[config.mk]
export PLATFORM = sky130hd
export DESIGN_NAME = uart_tx_arbiter
export DESIGN_NICKNAME = d
export VERILOG_FILES = /design/src/rtl/uart_pkg.sv /design/src/rtl/uart_rr_picker.sv /design/src/rtl/uart_tx_arbiter.sv
export SDC_FILE = /design/constraint.sdc
export NUM_CORES = 1
export LEC_CHECK = 0
export BUFFER_PORTS_ARGS = -buffer_cell sky130_fd_sc_hd__buf_2
export CORE_MARGIN = 5
export CORE_UTILIZATION = 40
export CTS_CLUSTER_SIZE = 30
export DETAILED_ROUTE_END_ITERATION = 6
export PLACE_DENSITY = 0.74
export SETUP_SLACK_MARGIN = 0.1
export SYNTH_ARGS = -nofsm -noshare
export SYNTH_HDL_FRONTEND = slang
export SYNTH_HIERARCHICAL = 1
export SYNTH_SLANG_ARGS = --single-unit
[constraint.sdc]
create_clock -name i_Clock -period 2.9 [get_ports i_Clock]
set_input_delay 0.29 -clock i_Clock [delete_from_list [all_inputs] [get_ports i_Clock]]
set_output_delay 0.29 -clock i_Clock [all_outputs]
set_load 0.03 [all_outputs]
[src/rtl/uart_pkg.sv]
// Shared definitions for the UART transmit arbiter: state encoding and sizing defaults.
package uart_pkg;

  localparam int ACK_TIMEOUT_DEF = 4;
  localparam int NUM_REQ_MAX     = 8;

  typedef enum logic [1:0] {
    ARB       = 2'b00,
    LAUNCH    = 2'b01,
    WAIT_ACT  = 2'b10,
    WAIT_DONE = 2'b11
  } arb_state_e;

endpackage

[src/rtl/uart_rr_picker.sv]
// Combinational round-robin picker: first requester at or above ptr, wrapping upward.
module uart_rr_picker
  import uart_pkg::*;
#(
  parameter int  NUM_REQ = 4,
  localparam int IDX_W   = $clog2(NUM_REQ)
) (
  input  logic [NUM_REQ-1:0] req,
  input  logic [IDX_W-1:0]   ptr,
  output logic [NUM_REQ-1:0] grant,
  output logic [IDX_W-1:0]   idx,
  output logic               any
);

  // Scan from the farthest offset down so the closest requester to ptr wins last.
  always_comb begin
    int pos;
    logic [IDX_W-1:0] pos_idx;
    idx     = '0;
    any     = 1'b0;
    pos     = 0;
    pos_idx = '0;
    for (int i = NUM_REQ - 1; i >= 0; i--) begin
      pos = int'(ptr) + i;
      if (pos >= NUM_REQ) pos = pos - NUM_REQ;
      pos_idx = IDX_W'(pos);
      if (req[pos_idx]) begin
        idx = pos_idx;
        any = 1'b1;
      end
    end
  end

  always_comb begin
    grant = '0;
    if (any) grant[idx] = 1'b1;
  end

endmodule

[src/rtl/uart_tx_arbiter.sv]
// Round-robin arbiter feeding one UART transmitter, one byte in flight at a time.
// Define UART_TX_ARB_LOCK_EN to keep the grant on a requester until it sends a Last byte.
module uart_tx_arbiter
  import uart_pkg::*;
#(
  parameter int  NUM_REQ     = 4,
  parameter int  ACK_TIMEOUT = ACK_TIMEOUT_DEF,
  localparam int IDX_W       = $clog2(NUM_REQ),
  localparam int CNT_W       = $clog2(ACK_TIMEOUT + 1)
) (
  input  logic                 i_Clock,
  input  logic                 i_Rst_L,
  input  logic [NUM_REQ-1:0]   i_Req_Valid,
  input  logic [8*NUM_REQ-1:0] i_Req_Data,
  input  logic [NUM_REQ-1:0]   i_Req_Last,
  output logic [NUM_REQ-1:0]   o_Req_Ready,
  output logic                 o_TX_DV,
  output logic [7:0]           o_TX_Byte,
  input  logic                 i_TX_Active,
  input  logic                 i_TX_Done,
  output logic [IDX_W-1:0]     o_Grant_Idx,
  output logic                 o_Busy,
  output logic                 o_Err
);

  arb_state_e         state;
  logic [IDX_W-1:0]   ptr;
  logic [CNT_W-1:0]   to_cnt;
  logic [NUM_REQ-1:0] req_eff;
  logic [NUM_REQ-1:0] pick_grant;
  logic [IDX_W-1:0]   pick_idx;
  logic               pick_any;
  logic [IDX_W-1:0]   next_ptr;
  logic [7:0]         req_bytes [NUM_REQ];

  for (genvar r = 0; r < NUM_REQ; r++) begin : g_bytes
    assign req_bytes[r] = i_Req_Data[8*r +: 8];
  end

`ifdef UART_TX_ARB_LOCK_EN
  logic               lock_vld;
  logic [IDX_W-1:0]   lock_idx;
  logic [NUM_REQ-1:0] lock_mask;

  always_comb begin
    lock_mask = '1;
    if (lock_vld) begin
      lock_mask           = '0;
      lock_mask[lock_idx] = 1'b1;
    end
  end

  assign req_eff = i_Req_Valid & lock_mask;
`else
  logic unused_last;
  assign unused_last = ^i_Req_Last;
  assign req_eff     = i_Req_Valid;
`endif

  uart_rr_picker #(.NUM_REQ(NUM_REQ)) u_picker (
    .req   (req_eff),
    .ptr   (ptr),
    .grant (pick_grant),
    .idx   (pick_idx),
    .any   (pick_any)
  );

  assign next_ptr = (pick_idx == IDX_W'(NUM_REQ - 1)) ? '0 : pick_idx + 1'b1;
  assign o_Busy   = (state != ARB);

  always_ff @(posedge i_Clock or negedge i_Rst_L) begin
    if (!i_Rst_L) begin
      state       <= ARB;
      ptr         <= '0;
      to_cnt      <= '0;
      o_TX_DV     <= 1'b0;
      o_TX_Byte   <= '0;
      o_Req_Ready <= '0;
      o_Grant_Idx <= '0;
      o_Err       <= 1'b0;
`ifdef UART_TX_ARB_LOCK_EN
      lock_vld    <= 1'b0;
      lock_idx    <= '0;
`endif
    end else begin
      o_TX_DV     <= 1'b0;
      o_Req_Ready <= '0;
      o_Err       <= 1'b0;
      case (state)
        ARB: begin
          if (pick_any && !i_TX_Active) begin
            state       <= LAUNCH;
            o_TX_DV     <= 1'b1;
            o_Req_Ready <= pick_grant;
            o_Grant_Idx <= pick_idx;
            o_TX_Byte   <= req_bytes[pick_idx];
`ifdef UART_TX_ARB_LOCK_EN
            // Pointer stays put while a packet holds the lock.
            if (i_Req_Last[pick_idx]) begin
              lock_vld <= 1'b0;
              ptr      <= next_ptr;
            end else begin
              lock_vld <= 1'b1;
              lock_idx <= pick_idx;
            end
`else
            ptr         <= next_ptr;
`endif
          end
        end
        LAUNCH: begin
          state  <= WAIT_ACT;
          to_cnt <= '0;
        end
        WAIT_ACT: begin
          // A Done seen before Active means the frame was short; treat it as complete.
          if (i_TX_Done) begin
            state <= ARB;
          end else if (i_TX_Active) begin
            state <= WAIT_DONE;
          end else if (to_cnt == CNT_W'(ACK_TIMEOUT - 1)) begin
            state <= ARB;
            o_Err <= 1'b1;
`ifdef UART_TX_ARB_LOCK_EN
            lock_vld <= 1'b0;
`endif
          end else begin
            to_cnt <= to_cnt + 1'b1;
          end
        end
        WAIT_DONE: begin
          if (i_TX_Done) state <= ARB;
        end
        default: state <= ARB;
      endcase
    end
  end

endmodule

-- After elaboration in Yosys (flattened, before gate mapping)
Index checks and enable logic that the tools add are counted.
- add/subtract/negate cells: 9
- magnitude comparators: 11
- equality and inequality tests: 11
- multiplexer cells: 45
- bitwise gates (word level): 1
- reduce and logical (&&, ||, !) cells: 9
- operator list (kind ; count):
    $mux 2 ; 14
    $bmux 8 s2 ; 1
    $mux 8 ; 2
    $lt 2x3->1 const B ; 5
    $mux 1 ; 15
    $ge 3x3->1 const B ; 4
    $mux 4 ; 3
    $ne 2x2->1 const B ; 5
    $mux 3 ; 3
    $bmux 1 s2 ; 4
    $pmux 2 s4 ; 1
    $sub 2x1->2 const B ; 4
    $add 2x2->3 const B ; 2
    $eq 2x2->1 const B ; 3
    $pmux 3 s2 ; 1
    $ne 4x4->1 const B ; 1
    $reduce_and 4->1 ; 1
    $reduce_bool 2->1 ; 2
    $add 2x1->3 const B ; 1
    $add 3x1->3 const B ; 1
    $eq 3x2->1 const B ; 1
    $ge 2x3->1 const B ; 1
    $not 2->3 ; 1
    $reduce_and 3->1 ; 1
    8 further kinds ; 9
- register bits after elaboration: 23
- input bits: 44
- output and inout bits: 17

-- Logic depth before layout (Yosys ltp)
Gate-level depths: netlist of run 1.
- depth in word-level cells: 16
- mapped depth: 7
- mapped depth without buffers: 6

-- Cells and area by module
Netlist of run 1, hierarchy kept.
- modules (own cells, without submodules) (module ; instances ; cells an instance ; area an instance (um^2) ; seq. area each (um^2)):
    uart_tx_arbiter ; 1 ; 73 ; 1117.3 ; 575.6
    uart_rr_picker ; 1 ; 33 ; 211.5 ; 0.0

-- Worst setup path before layout of run 1
Ideal clock, no wire load.
- kind: reg-to-reg
- from: register ptr[1]
- to: register o_TX_Byte[0]
- arrival: 1994 ps
- data required time: 2773 ps
- path slack: 779 ps
- stages on the path, launching flop included: 8
- buffers on the path: 2
- clock period less this slack: 2121 ps
- cells stage by stage: dfrtp_1 > buf_6 > mux2i_1 > o22ai_1 > a31oi_1 > buf_2 > mux4_2 > mux2_1
- cells in the longest elaborated chain, start to end: 13
- elaborated cells on any way between the ends: 37
- RTL lines (what ; RTL line ; source):
    start, declared ; uart_tx_arbiter.sv:27 ; logic [IDX_W-1:0] ptr;
    start signal, assigned ; uart_tx_arbiter.sv:107 ; ptr <= next_ptr;
    $add 2x2->3 ; uart_rr_picker.sv:24 ; pos = int'(ptr) + i;
    $ge 3x3->1 or $sub 2x1->2 (tied branches) ; uart_rr_picker.sv:25 ; if (pos >= NUM_REQ) pos = pos - NUM_REQ;
    $mux 2 ; uart_rr_picker.sv:25 ;
    $bmux 1 s2 ; uart_rr_picker.sv:27 ; if (req[pos_idx]) begin
    $mux 1 (not written as such) ; uart_rr_picker.sv:27 ;
    $mux 2 (3 in series) ; uart_rr_picker.sv:27 ;
    $mux 2 (*) ; uart_rr_picker.sv:27 ;
    via pick_idx[0] ; uart_tx_arbiter.sv:31 ; logic [IDX_W-1:0] pick_idx;
    $not 2->3 (not written as such) (*) ; uart_tx_arbiter.sv:96 ; o_TX_Byte <= req_bytes[pick_idx];
    $bmux 8 s2 (*) ; uart_tx_arbiter.sv:96 ;
    $mux 8 (not written as such) (*) (2 in series) ; uart_tx_arbiter.sv:96 ;
    end signal, assigned ; uart_tx_arbiter.sv:96 ;
    end, declared ; uart_tx_arbiter.sv:18 ; output logic [7:0] o_TX_Byte,
Mark *: on every way through the listed nets, which the timed path passes. The rest lies on a longest branch. The select of a mux whose other input is x is not followed.
A chain may end at the register's enable or synchronous reset.

-- Final worst setup path of run 1
Same ends and word-level chain as after synthesis.

==> results of run 1 <==
synth_stat cells (2+ instances only):
cell	instances
dfrtp_1	23
mux2_2	8
mux4_2	8
a21oi_1	6
inv_1	6
nor2_1	6
and2_1	5
mux2_1	4
mux2i_1	4
nand2_1	4
buf_6	3
ha_1	3
nand2b_1	3
buf_4	2
o21ai_0	2
o21ai_1	2
o221a_2	2
power groups by stage:
| stage | clock, mW | combinational (mW) | sequential, mW |
|---|---|---|---|
| 6_report | 0.154 | 0.785 | 0.559 |
| 5_1_grt | 0.172 | 0.858 | 0.581 |
| 4_1_cts | 0.160 | 0.799 | 0.559 |
| 3_5_place_dp | 0 | 0.795 | 0.563 |
| 3_3_place_gp | 0 | 0.768 | 0.552 |
| 2_1_floorplan | 0 | 0.462 | 0.700 |
registers in the layout (all words and copies together), names as in the netlist:
register,count
to_cnt,3
o_Grant_Idx,2
ptr,2
state,2
o_Err,1
o_Req_Ready,4
o_TX_Byte,8
o_TX_DV,1
worst min-delay path by stage:
| stage | start | endpoint | slack [ns] |
|---|---|---|---|
| after floorplan | i_Rst_L | o_Err | -0.006 |
| after global placement | i_Rst_L | o_Req_Ready[1] | 0.28 |
| after detailed placement | i_Rst_L | o_Req_Ready[1] | 0.29 |
| after CTS | i_TX_Done | state[1] | 0.13 |
| after global routing | i_TX_Done | state[1] | 0.13 |
| final | i_TX_Done | state[1] | 0.14 |
kinds of logic after synthesis:
logic type,after synthesis
AO/OA/AOI/OAI,20
adder cells (fa/ha/maj),3
multiplexers,24
AND/OR/NAND/NOR,23
buffers and inverters,13
flip-flops,23
layout make-up:
| class | instances | area [um2] | share of cell area |
|---|---|---|---|
| Clock buffer | 3 | 22.5 | 0.0136 |
| Timing Repair Buffer | 59 | 305 | 0.184 |
| Multi-Input combinational cell | 70 | 673 | 0.405 |
| Clock inverter | 1 | 5.00 | 0.00301 |
| Tap cell | 46 | 57.6 | 0.0346 |
| Inverter | 6 | 22.5 | 0.0136 |
| Sequential cell | 23 | 576 | 0.346 |
layer usage:
| layer | vias to the layer above | GRT usage |
|---|---|---|
| met5 | - | 0 |
| met4 | 0 | 0.0532 |
| met3 | 4 | 0.0383 |
| met2 | 50 | 0.247 |
| met1 | 497 | 0.169 |
| li1 | 499 | - |
cell usage in the layout, fill, tap and decap left out, drive strengths merged, types with 2 or more instances in the layout:
master,count
buf,58
dfrtp,23
mux2,12
mux4,8
inv,6
nor2,6
a21oi,6
and2,5
nand2,4
mux2i,4
o21ai,4
nand2b,3
ha,3
clkbuf,3
o221a,2
nor4b,2
a21boi,2
stage by stage:
step | total power [mW] | hold slack, ns | worst slack [ns]
after floorplan | 1.16 | -0.00559 | 0.779
after global placement | 1.32 | 0.285 | 0.743
final | 1.50 | 0.137 | 0.670
after CTS | 1.52 | 0.131 | 0.651
after detailed placement | 1.36 | 0.293 | 0.689
after global routing | 1.61 | 0.132 | 0.508
repair_timing:
item | in CTS | in global routing
hold endpoints to repair | 23 | 0
gates resized for setup | 0 | 0
hold buffers | 1 | 0
==> results.json, run 1 <==
{
  "outcome": "complete, no violations",
  "crit_chain": "mux2i_1 -> o22ai_1 -> a31oi_1 -> buf_4 -> mux4_2 -> mux2_1",
  "drc": 0,
  "end_kind": "register",
  "place_inst": 203,
  "yosys.area_share.simple": 0.109,
  "grt_pass1_vias": 1109,
  "area_delta_synth_final_pct": 25.0,
  "die_h_um": 67.6,
  "worst_pin_slew_ns": 0.513,
  "finalNonFillerCells": 208,
  "tns_ns": 0,
  "synth_compound_area_frac": 0.102,
  "diodes": 0,
  "numCtsBuffers": 3,
  "globalRouteOverflowTotal": 0,
  "p_clk_frac": 0.103,
  "cp_max_fo": 12,
  "synth_mux_area_frac": 0.267,
  "vias_per_cell": 5.05,
  "synthTopCellsByArea": "dfrtp_1, mux4_2, mux2_2",
  "wl_met1_um": 1200,
  "startpoint_type": "register",
  "p_seq_frac": 0.373,
  "max_freq_mhz": 448,
  "timing.rr.start": "ptr[1]",
  "critPathBufInv": 1,
  "ant_nets": 0,
  "switching_share": 0.429,
  "nets": 210,
  "yosys.area_share.xor_xnor": 0,
  "utilization": 0.506,
  "worstSetupStartpoint": "ptr[1]",
  "finalCritPeriodShare": 0.769,
  "final-setup-viol-count": 0,
  "p_sw_uw": 643,
  "rows": 21,
  "postSynthAreaPerCell_um2": 12.5,
  "cts.clk_slew.worst_paths_ns": 0.13,
  "synth_top_family_by_area": "multiplexers",
  "hold_violations": 0,
  "rrSetupSlack_ns": 0.67,
  "synthArstFlopShare": 1.00,
  "clock_latency_ns": 0.32,
  "r2r-end": "o_TX_Byte[0]",
  "vias": 1050,
  "path_depth": 6,
  "postCtsSetupRepairBufs": 0,
  "cap_viol_max_count": 0,
  "yosysTopAreaCell": "dfrtp_1",
  "place_area_um2": 1620,
  "powerDensity_nw_per_um2": 902,
  "clk_path_buf_depth": 2,
  "crit_path_top_delay_cell": "dfrtp_1",
  "gr-usage-all-layers": 0.143,
  "cpLargestDelayFamily": "multiplexers",
  "wl_met2_um": 1420,
  "fillCellCount": 289,
  "crit_type": "register to register",
  "highest_layer": "met4",
  "grt_pass1_wl_um": 4840,
  "min_path_type": "input port to register",
  "dr.first_iter.drc_count": 12,
  "ys_seq_area_frac": 0.433,
  "r2r_cells": 6,
  "initial_core_util": 0.405,
  "slew_viol_final": 0,
  "gp_congestion": 0.802,
  "ys_warn_count": 6,
  "synth_edf_count": 0,
  "cpPeakStageDelay_ns": 0.57,
  "wl_per_cell_um": 14.2,
  "min_period_ns": 2.23,
  "hold-path-cell-count": 2,
  "cts_sinks": 23,
  "power.internal_uw": 855,
  "combPwrFrac": 0.524,
  "max-slew-margin-rel": 0.658,
  "irDropWorstVdd_uv": 435,
  "yosysTopAreaCellShare": 0.433,
  "synth_nets": 153,
  "portBuffers": 56,
  "ys.flop_type": "dfrtp_1",
  "wl_um": 2960,
  "first_pass_iters": 4,
  "die_w_um": 67.6,
  "grt_max_degree": 24,
  "dieArea_um2": 4570,
  "finish.instance_area_um2": 1660,
  "antenna_found_initial": 0,
  "cts_tree": "built",
  "crit_arrival_ns": 2.44,
  "htree_levels": 1,
  "synth_area_um2": 1330,
  "setup.worst_path.end": "o_TX_Byte[0]",
  "synthAdderAreaFrac": 0.0282,
  "ys_types": 32,
  "routed-wl-met3_um": 290,
  "core_area_um2": 3280,
  "cts_root_buf": "clkbuf_4",
  "cp_data_required_time_ns": 3.11,
  "io_pins": 61,
  "synth_seq_cells": 23,
  "rsz0062_at_grt": "no",
  "total_leakage_power_nw": 0.809,
  "netlist_instances": 106,
  "hpwl_um": 2410,
  "worst_clock_skew_ns": 0.00391,
  "drive_gt1_frac": 0.512
}
Note: power is estimated with default switching activity, not from simulation.
==> run 2: changes to the inputs <==
PLACE_DENSITY = 0.77   (was 0.74)
clock period = 2 ns   (was 2.9 ns; I/O delays follow)
==> run 2 against run 1 <==
Via count grew 5.0%. Sequential cell count is the same. Core utilization grew 1.8 points. Count of clock-buffer cells in the layout grew 1. Total power grew 53%. Die area is the same. Clock power grew 38%. Final area grew 3.5%. Combinational power grew 64%. Sequential power grew 41%. First-iteration DRC count shrank 8.3%. Sequential share of layout area shrank 1.2 points.
==> results.json, run 2 (synthesis gave the netlist of run 1 again) <==
{
  "power.total_mw": 2.29,
  "dieArea_um2": 4570,
  "drc": 0,
  "largest_register_ffs": 8,
  "max-slew-margin-rel": 0.662,
  "crit_type": "register to register",
  "gr-usage-all-layers": 0.140,
  "numCtsBuffers": 3,
  "cp_data_required_time_ns": 2.21,
  "startpoint_type": "register",
  "place_inst": 205,
  "hold-path-cell-count": 2,
  "max_freq_mhz": 507,
  "final-setup-viol-count": 0,
  "core_area_um2": 3280,
  "worst_clock_skew_ns": 0.00190,
  "vias_per_cell": 5.22,
  "initial_core_util": 0.405,
  "crit_chain": "mux2i_1 -> o22ai_1 -> a31oi_1 -> buf_6 -> mux4_2 -> mux2_4",
  "wl_per_cell_um": 14.3,
  "cp_max_fo": 9,
  "area_delta_synth_final_pct": 29.4,
  "clock_latency_ns": 0.31,
  "first_pass_iters": 4,
  "grt_max_degree": 24,
  "gp_congestion": 0.780,
  "diodes": 0,
  "cts_root_buf": "clkbuf_4",
  "wl_um": 3010,
  "irDropWorstVdd_uv": 624,
  "finalNonFillerCells": 211,
  "nets": 213,
  "top_regs": "o_TX_Byte (8), o_Req_Ready (4), to_cnt (3)",
  "drive_gt1_frac": 0.539,
  "end_kind": "register",
  "outcome": "complete, no violations",
  "powerDensity_nw_per_um2": 1330,
  "cap_viol_max_count": 0,
  "cts_sinks": 23,
  "io_pins": 61,
  "crit_arrival_ns": 2.18,
  "cts_tree": "built",
  "globalRouteOverflowTotal": 0,
  "htree_levels": 1,
  "clk_path_buf_depth": 2,
  "rows": 21,
  "layout_commonest_cell": "buf_2",
  "regMostFlops": "o_TX_Byte",
  "rsz0062_at_grt": "yes",
  "grt_pass1_wl_um": 4800,
  "total_leakage_power_nw": 0.843,
  "dr.first_iter.drc_count": 11,
  "cts.clk_slew.worst_paths_ns": 0.12,
  "hpwl_um": 2370,
  "crit_path_top_delay_cell": "mux4_2",
  "slew_viol_final": 0,
  "hold_violations": 0,
  "min_path_type": "input port to register",
  "antenna_found_initial": 0,
  "r2r_cells": 6,
  "portBuffers": 56,
  "vias": 1102,
  "grt_pass1_vias": 1137,
  "die_h_um": 67.6,
  "worst_pin_slew_ns": 0.506,
  "layout_common_cells": "buf_2, dfrtp_1, mux4_2",
  "die_w_um": 67.6,
  "ant_nets": 0,
  "cpPeakStageDelay_ns": 0.51,
  "finalCritPeriodShare": 0.986,
  "min_period_ns": 1.97
}
run 2: path summary, 6_finish.rpt:
| path | start | to | slack [ns] |
|---|---|---|---|
| worst max-delay path | ptr[1] | o_TX_Byte[1] | 0.03 |
| worst min-delay path | i_TX_Done | state[1] | 0.06 |
| worst max register to register | ptr[1] | o_TX_Byte[1] | 0.03 |
| worst min register to register | to_cnt[0] | to_cnt[0] | 0.51 |
| max in group asynchronous | i_Rst_L | o_TX_Byte[1] | 1.28 |
| min in group asynchronous | i_Rst_L | o_Req_Ready[2] | 0.38 |
run 2: area by class of cell:
class,count,area [um2]
inverter,6,22.5
sequential,23,576
timing repair buffer,62,332
fill,296,1570
tap,46,57.6
clock buffer,4,26.3
multi-input combinational,70,706
run 2: repair_timing:
action / CTS / global route
setup endpoints to repair: 10 / 9
setup buffers: 1 / 0
hold endpoints to repair: 23 / 0
gates cloned: 0 / 0
gates resized for setup: 2 / 4
hold buffers: 1 / 0
run 2: report_power, final:
part           switching (mW)  internal (mW)
clock                   0.134         0.0780
combinational           0.675          0.612
sequential              0.142          0.647
run 2: per-stage QoR:
| step | TNS [ns] | util | instance area, um2 | setup slack, ns | hold slack [ns] |
|---|---|---|---|---|---|
| 2_1_floorplan | -0.222 | - | 1340 | -0.0282 | -0.0956 |
| 3_3_place_gp | 0 | 0.502 | 1650 | 0.0434 | 0.190 |
| 3_5_place_dp | -0.234 | 0.502 | 1650 | -0.0396 | 0.199 |
| 4_1_cts | 0 | 0.517 | 1700 | 0.0275 | 0.0425 |
| 5_1_grt | -0.577 | 0.523 | 1720 | -0.0821 | 0.0439 |
| 6_report | 0 | 0.523 | 1720 | 0.0276 | 0.0566 |
run 2: layer usage:
metal / vias up / share of wire / GRT usage
met5: - / 0 / 0
met4: 0 / 0.022 / 0.0759
met3: 7 / 0.11 / 0.0399
met2: 63 / 0.46 / 0.237
met1: 526 / 0.41 / 0.158
li1: 506 / - / -
run 2: worst max-delay path, delay by kind of cell (launching register included):
kind	cells	cell delay [ns]
flip-flops	1	0.40
AO/OA/AOI/OAI	2	0.29
multiplexers	3	0.98
buffers and inverters	1	0.20
